--- src/rtl/pipe_hazard_ctrl.sv ---
// RAW hazard detection, branch squash and EX operand forwarding for the RV32 pipeline.
// Producers are tracked in a STAGES-deep scoreboard that shifts with the pipeline.

module phc_src_match #(
    parameter int REG_AW = 5
) (
    input  logic              wr_vld,
    input  logic [REG_AW-1:0] rd,
    input  logic              use_a,
    input  logic [REG_AW-1:0] src_a,
    input  logic              use_b,
    input  logic [REG_AW-1:0] src_b,
    output logic              hit_a,
    output logic              hit_b
);
    logic writer;

    // rd != 0 already excludes x0 sources, so src != 0 needs no separate term
    assign writer = wr_vld & (rd != '0);
    assign hit_a  = writer & use_a & (src_a == rd);
    assign hit_b  = writer & use_b & (src_b == rd);
endmodule

module pipe_hazard_ctrl #(
    parameter int STAGES     = 3,
    parameter int REG_AW     = 5,
    parameter int FWD_EN     = 1,
    parameter int LOAD_READY = 2,
    parameter int BR_STAGE   = 1,
    parameter int RF_WT      = 1,
    parameter int CNT_W      = 16,
    localparam int FW        = $clog2(STAGES + 1)
) (
    input  logic              CLK,
    input  logic              RESET,
    input  logic              BUSYWAIT,
    input  logic              ID_VALID,
    input  logic [REG_AW-1:0] ID_RS1,
    input  logic [REG_AW-1:0] ID_RS2,
    input  logic              ID_USE_RS1,
    input  logic              ID_USE_RS2,
    input  logic [REG_AW-1:0] ID_RD,
    input  logic              ID_REG_WRITE,
    input  logic              ID_MEM_READ,
    input  logic              BRANCH_TAKEN,
    output logic              STALL,
    output logic              FLUSH,
    output logic [FW-1:0]     FWD_A,
    output logic [FW-1:0]     FWD_B,
    output logic [CNT_W-1:0]  STALL_CNT,
    output logic [CNT_W-1:0]  FLUSH_CNT
);
    typedef struct packed {
        logic [REG_AW-1:0] rd;
        logic              wr;
        logic              ld;
    } dst_t;

    logic [STAGES-1:0]     vld_pipe;
    dst_t [STAGES-1:0]     dst_pipe;

    // Source fields are only ever consulted while the instruction sits in EX,
    // so they are kept for entry 0 only instead of riding the whole pipe.
    logic [REG_AW-1:0]     ex_rs1, ex_rs2;
    logic                  ex_u1, ex_u2;

    logic [STAGES-1:0]     id_hit1, id_hit2;
    logic [STAGES-1:1]     ex_hit1, ex_hit2;
    logic                  stall_raw;

    for (genvar i = 0; i < STAGES; i++) begin : g_id
        phc_src_match #(.REG_AW(REG_AW)) u_id (
            .wr_vld (vld_pipe[i] & dst_pipe[i].wr),
            .rd     (dst_pipe[i].rd),
            .use_a  (ID_USE_RS1),
            .src_a  (ID_RS1),
            .use_b  (ID_USE_RS2),
            .src_b  (ID_RS2),
            .hit_a  (id_hit1[i]),
            .hit_b  (id_hit2[i])
        );
    end

    for (genvar k = 1; k < STAGES; k++) begin : g_ex
        phc_src_match #(.REG_AW(REG_AW)) u_ex (
            .wr_vld (vld_pipe[k] & dst_pipe[k].wr),
            .rd     (dst_pipe[k].rd),
            .use_a  (vld_pipe[0] & ex_u1),
            .src_a  (ex_rs1),
            .use_b  (vld_pipe[0] & ex_u2),
            .src_b  (ex_rs2),
            .hit_a  (ex_hit1[k]),
            .hit_b  (ex_hit2[k])
        );
    end

    always_comb begin
        stall_raw = 1'b0;
        for (int i = 0; i < STAGES; i++) begin
            if (FWD_EN == 0) begin
                // write-through RF lets ID read the WB result directly
                if ((i < STAGES - 1) || (RF_WT == 0))
                    stall_raw = stall_raw | id_hit1[i] | id_hit2[i];
            end else begin
                if (dst_pipe[i].ld && (i + 1 < LOAD_READY))
                    stall_raw = stall_raw | id_hit1[i] | id_hit2[i];
                // WB producer leaves the forward network before ID reaches EX
                if ((RF_WT == 0) && (i == STAGES - 1))
                    stall_raw = stall_raw | id_hit1[i] | id_hit2[i];
            end
        end
    end

    assign FLUSH = BRANCH_TAKEN & RESET;
    assign STALL = stall_raw & ID_VALID & ~FLUSH & RESET;

    // descending scan so the youngest (lowest index) producer wins
    always_comb begin
        FWD_A = '0;
        FWD_B = '0;
        if (FWD_EN != 0) begin
            for (int k = STAGES - 1; k >= 1; k--) begin
                if (ex_hit1[k]) FWD_A = FW'(k);
                if (ex_hit2[k]) FWD_B = FW'(k);
            end
        end
    end

    always_ff @(posedge CLK or negedge RESET) begin
        if (!RESET) begin
            vld_pipe  <= '0;
            dst_pipe  <= '0;
            ex_rs1    <= '0;
            ex_rs2    <= '0;
            ex_u1     <= 1'b0;
            ex_u2     <= 1'b0;
            STALL_CNT <= '0;
            FLUSH_CNT <= '0;
        end else if (!BUSYWAIT) begin
            for (int i = 1; i < STAGES; i++) begin
                vld_pipe[i] <= vld_pipe[i-1] & ~(FLUSH & ((i - 1) < BR_STAGE));
                dst_pipe[i] <= dst_pipe[i-1];
            end
            vld_pipe[0] <= ID_VALID & ~STALL & ~FLUSH;
            dst_pipe[0] <= '{rd: ID_RD, wr: ID_REG_WRITE, ld: ID_MEM_READ};
            ex_rs1      <= ID_RS1;
            ex_rs2      <= ID_RS2;
            ex_u1       <= ID_USE_RS1;
            ex_u2       <= ID_USE_RS2;
            if (STALL && (STALL_CNT != {CNT_W{1'b1}}))
                STALL_CNT <= STALL_CNT + 1'b1;
            if (FLUSH && (FLUSH_CNT != {CNT_W{1'b1}}))
                FLUSH_CNT <= FLUSH_CNT + 1'b1;
        end
    end
endmodule

--- config.mk ---
export PLATFORM = sky130hd
export DESIGN_NAME = pipe_hazard_ctrl
export DESIGN_NICKNAME = d
export VERILOG_FILES = /design/src/rtl/pipe_hazard_ctrl.sv
export SDC_FILE = /design/constraint.sdc
export NUM_CORES = 1
export LEC_CHECK = 0
export ABC_AREA = 1
export CAP_MARGIN = 20
export CORE_ASPECT_RATIO = 1.4
export CORE_MARGIN = 1
export CORE_UTILIZATION = 59
export DETAILED_ROUTE_END_ITERATION = 6
export DONT_BUFFER_PORTS = 1
export PLACE_DENSITY_LB_ADDON = 0.08
export SETUP_SLACK_MARGIN = 0.05
export SLEW_MARGIN = 20
export SYNTH_ARGS = -nofsm -noshare
export SYNTH_HDL_FRONTEND = slang
export SYNTH_SLANG_ARGS = --single-unit
export TNS_END_PERCENT = 50
--- constraint.sdc ---
create_clock -name CLK -period 1.9 [get_ports CLK]
set_clock_uncertainty 0.1 [all_clocks]
set_input_delay 0.57 -clock CLK [delete_from_list [all_inputs] [get_ports CLK]]
set_output_delay 0.57 -clock CLK [all_outputs]
set_load 0.1 [all_outputs]
-- Word level (Yosys, flattened, before mapping)
Cells that the tools add are included.
- flip-flop bits (word level): 66
- bits of input ports: 24
- output and inout port bits: 38
- logic and storage cells: 67
- add/sub/neg operators: 2
- equality and inequality tests: 8
- mux-type cells: 5
- bitwise gates (word level): 31
- reduce and logical (&&, ||, !) cells: 7
- operators by type and width (operator ; count):
    $add A16 B1 Y16 const B ; 2
    $ne A16 B16 Y1 const B ; 2
    $eq A5 B5 Y1 ; 6
    $and A1 B1 Y1 ; 27
    $reduce_bool A5 Y1 ; 3
    $mux W2 ; 4
    $reduce_and A2 Y1 ; 2
    $not A1 Y1 ; 3
    $logic_and A1 B1 Y1 ; 2
    $mux W1 ; 1
    $or A1 B1 Y1 ; 1

-- Longest topological paths before layout
- word-level depth: 12
- depth in mapped cells: 11
- gate-level depth less buffers: 11

-- Modules after synthesis
A second synthesis with hierarchy kept.
- cells, all modules: 635
- area, all modules: 4224.1 sq um
- modules (own cells, without submodules) (module ; instances ; cells each ; area each (sq um) ; sequential area each (sq um)):
    pipe_hazard_ctrl ; 1 ; 464 ; 3567.2 ; 1651.6
    phc_src_match ; 3 ; 57 ; 219.0 ; 0.0

-- Worst setup path after synthesis
No wires, ideal clock.
- path type: register to output
- start point: reg ex_rs2[4]
- end point: out FWD_B[1]
- arrival: 2.087 ns
- required time: 1.230 ns
- slack: -0.857 ns
- stages on the path, launching flop included: 5
- path buffers: 0
- cell sequence: dfrtp_1 xor2_1 nor3_1 nand4_1 nor2_1
- cells in the longest elaborated chain, start to end: 4
- elaborated cells between the ends (all ways): 6
- those cells by class: eq/ne: 2; mux: 2; bitwise: 2
- RTL lines (item ; RTL line ; text):
    start: declaration ; 64 ; logic [REG_AW-1:0] ex_rs1, ex_rs2;
    start signal: assignment ; 134 ; ex_rs2 <= '0;
    start signal: assignment ; 147 ; ex_rs2 <= ID_RS2;
    $eq A5 B5 Y1 ; 21 ; assign hit_b = writer & use_b & (src_b == rd);
    $and A1 B1 Y1 ; 21 ;
    $mux W2 ; 124 ; if (ex_hit2[k]) FWD_B = FW'(k);
    $mux W2 * ; 124 ;
    end: declaration ; 49 ; output logic [FW-1:0] FWD_B,
Every way passes the cells marked *; elsewhere a longest branch is shown, timed or not.

-- Worst setup path in the final report
- start point: reg dst_pipe[16] in the netlist's numbering
- end point: out FWD_A[1]
- cells in the longest elaborated chain, start to end: 6
- elaborated cells between the ends (all ways): 7
- those cells by class: eq/ne: 1; mux: 2; bitwise: 3; reduce/logical: 1
- RTL lines (item ; RTL line ; text):
    start: declaration ; 60 ; dst_t [STAGES-1:0] dst_pipe;
    start signal: indexed assignment ; 142 ; dst_pipe[i] <= dst_pipe[i-1];
    $reduce_bool A5 Y1 ; 19 ; assign writer = wr_vld & (rd != '0);
    $and A1 B1 Y1 ; -- ;
    $and A1 B1 Y1 ; 20 ; assign hit_a = writer & use_a & (src_a == rd);
    $and A1 B1 Y1 * ; 20 ;
    $mux W2 * (2 in series) ; 123 ; if (ex_hit1[k]) FWD_A = FW'(k);
    end: declaration ; 48 ; output logic [FW-1:0] FWD_A,
Marked as above.

==> results.ini <==
[outcome]
outcome=finished, violations left
violations=negative hold slack, negative setup slack

[critical_path]
cp-end-kind=output port
max_stage_delay_ps=420
criticalPathCategory=flop to output port
cp_max_fo=3
r2r_setup_slack_ps=80
path_buf_inv=2
cp.required_ps=1230
crit_path_start_kind=flop
slowest_stage=dfrtp_1
crit_arrival_ps=1720
worstPathCellList=buf_4 > xor2_1 > nor3_1 > nand3_1 > nor2_4 > buf_12
crit_family=simple AND/OR/NAND/NOR gates

[floorplanning]
die_h_um=96.47
rows=34
ios=62
die_width_um=69.48
start_util_pct=60.97
coreArea_um2=6168
die_area_um2=6703

[synth]
avgSynthCellArea_um2=7.522
ys_warn_count=0
yosysUniqueCellTypes=31
synth_cells=500
synth_area_leader_cell=dfrtp_1
synth_nets=526
ys_seq_elements=66
synth_seq_area_share_pct=43.91
synth.top_cell.area_share_pct=43.91
netlist_area_um2=3761
synth.area.top_cells=dfrtp_1, nand2_1, inv_1, xor2_1, o21ai_0

[timing]
hold_violations=66
fmax_ghz=0.4182
tightest_slew_ps=619.4
period_share_pct=125.8
finalWorstSetupSlack_ps=-491.1
relSlewSlack_pct=58.55
holdWs_ps=-190.0
slew_viol_final=0
setup_viol=5
grt_setup_unrepaired=yes
min_period_ps=2391

[routing]
detail_route.vias_per_cell=5.439
wl_per_cell_um=14.81
via_count=3628
drc=0
ant_nets=0
drtPass1Iterations=6
drtIter0Drc=216
wl_um=9877

[cells_and_area]
diodes=0
drive_above_1_share_pct=33.45
fin_area_um2=5027
final_core_util_pct=81.50
nets=616
fin_cells=667
area_growth_syn_to_layout_pct=33.67

[global_routing]
grt_max_degree=69
overflow=0
grt_pass1_vias=3333
track_usage_pct=28.72
antenna_found_initial=0
grt_pass1_wl_um=14790

[place]
port_buffers=0
globalplace.congestion=0.8659
dp_hpwl_um=6723
dp.cells=630
dp_slack_ps=-190.3
post_dp_cell_area_um2=4571

[clocking]
cts_max_level=3
clkTransAtPathRegs_ps=70
cts_tree=built
clk_latency_ps=350
cts_sinks=66
cts_root_buf=clkbuf_8
cts_inserted_buffers=9
clockBufferDepth=2

[power_and_ir_drop]
power_frac_clock_pct=27.3
vdd_drop_max_uv=627.2
p_sw_mw=1.466
p_seq_share_pct=43.9
power_mw=3.946
combPwrFrac_pct=28.8
switching_share_pct=37.15
power_density_nw_per_um2=785.0
power_leakage_nw=2.483
intPower_mw=2.480

[flow_run]
drv_cap=0

[hold_path]
holdCritPathClass=input port to async pin

## state kept, by name, indices dropped and copies added (netlist names)
name,cells
FLUSH_CNT,16
STALL_CNT,16
dst_pipe,19
ex_rs1,5
ex_rs2,5
ex_u1,1
ex_u2,1
vld_pipe,3
## routing by layer
| metal | vias to the layer above | track usage (%) | share of wire, % | routed length, um |
|---|---|---|---|---|
| met3 | 42 | 4.772 | 5.5 | 548 |
| met5 | - | 0 | 0 | 0 |
| li1 | 1748 | - | - | - |
| met2 | 142 | 50.97 | 52 | 5127 |
| met4 | 0 | 18.88 | 4.9 | 488 |
| met1 | 1696 | 32.10 | 38 | 3712 |
## power groups by stage
| stage | Sequential [mW] | Combinational (mW) | Clock, mW |
|---|---|---|---|
| after CTS | 1.73 | 1.05 | 1.08 |
| after floorplan | 2.13 | 0.391 | 0 |
| after detailed placement | 1.75 | 1.03 | 0 |
| final | 1.73 | 1.14 | 1.08 |
| after global placement | 1.74 | 1.01 | 0 |
| after global routing | 1.75 | 1.21 | 1.14 |
## metrics by stage
stage                     hold slack, ps  TNS, ps
after floorplan                    174.4   -840.5
after global placement             176.0   -429.6
after detailed placement           176.1   -644.5
after CTS                         -192.1    -2132
after global routing              -196.3    -2741
final                             -190.0    -2214
## logic make-up (layout without fill, tap and decap cells)
group,Yosys count,in the layout,share of synthesized area (%)
XOR/XNOR,35,35,8.350
buffers and inverters,72,166,8.383
flip-flops,66,66,43.91
AO/OA/AOI/OAI,38,38,5.389
AND/OR/NAND/NOR,287,288,33.30
adder cells (fa/ha/maj),2,2,0.6652
## cell usage in the layout (no fill, tap or decap), types with 6 or more instances in the layout
master    Yosys  layout
nand3_1      26      23
nand2_1     188     175
dfrtp_1      66      34
xor2_1       23      23
nor3_1       15      12
xnor2_1      11      11
nor2_1       29      25
buf_12        0       8
inv_1        56      42
nand4_1      11      11
dfrtp_2       0      20
nor2_4        3       6
dfrtp_4       0      12
inv_2         2      12
buf_4         2      79
o21ai_0      34      32
nand2_2       2      12
clkbuf_8      0      11
## area by class of cell
| class | count | area, um^2 |
|---|---|---|
| Inverter | 59 | 250.2 |
| Clock buffer | 14 | 162.7 |
| Timing Repair Buffer | 90 | 787.0 |
| Tap cell | 72 | 90.09 |
| Fill cell | 401 | 1141 |
| Multi-Input combinational cell | 363 | 1994 |
| Timing Repair inverter | 1 | 8.758 |
| Sequential cell | 66 | 1722 |
| Clock inverter | 2 | 12.51 |
## what timing repair did
| item | 4_1_cts | 5_1_grt |
|---|---|---|
| endpoints found under the hold margin | 66 | 66 |
| buffers inserted | 3 | 16 |
| gates resized for setup | 7 | 28 |
| pin swaps | 4 | 12 |
| gates cloned | 0 | 2 |
| endpoints found under the setup margin | 12 | 18 |
## worst reg2reg max path, stage by stage, from the launching register on
cell and delay, ps:
dfrtp_4 450, ha_4 160, nand3_4 90, nor2_4 160, nand2_2 100, nor2_4 160, nand2_4 110, nand2_8 150
clkinv_8 110, nand2_2 70, nand2_1 40, nand2_1 70
## synthesized netlist by cell type (all sizes together)
library cell,n
buf,8
clkbuf,5
dfrtp,66
ha,2
inv,59
nand2,191
nand3,28
nand3b,2
nand4,12
nor2,32
nor3,17
nor4,4
o21ai,37
o22ai,1
or2,1
xnor2,11
xor2,24
## worst paths after layout
check | start | end | cells past startpoint
worst max-delay path | dst_pipe[16]$_DFFE_PN0N_ | FWD_A[1] | 6
worst min register to register | dst_pipe[15]$_DFFE_PN0N_ | dst_pipe[15]$_DFFE_PN0N_ | 2
worst max register to register | FLUSH_CNT[1]$_DFFE_PN0P_ | FLUSH_CNT[5]$_DFFE_PN0P_ | 11
worst min-delay path | RESET | ex_rs2[3]$_DFFE_PN0N_ | 0
min in group CLK | BUSYWAIT | ex_rs2[1]$_DFFE_PN0N_ | 1
max in group asynchronous | RESET | FLUSH_CNT[0]$_DFFE_PN0P_ | 0
Power figures use the tool's default switching activity.
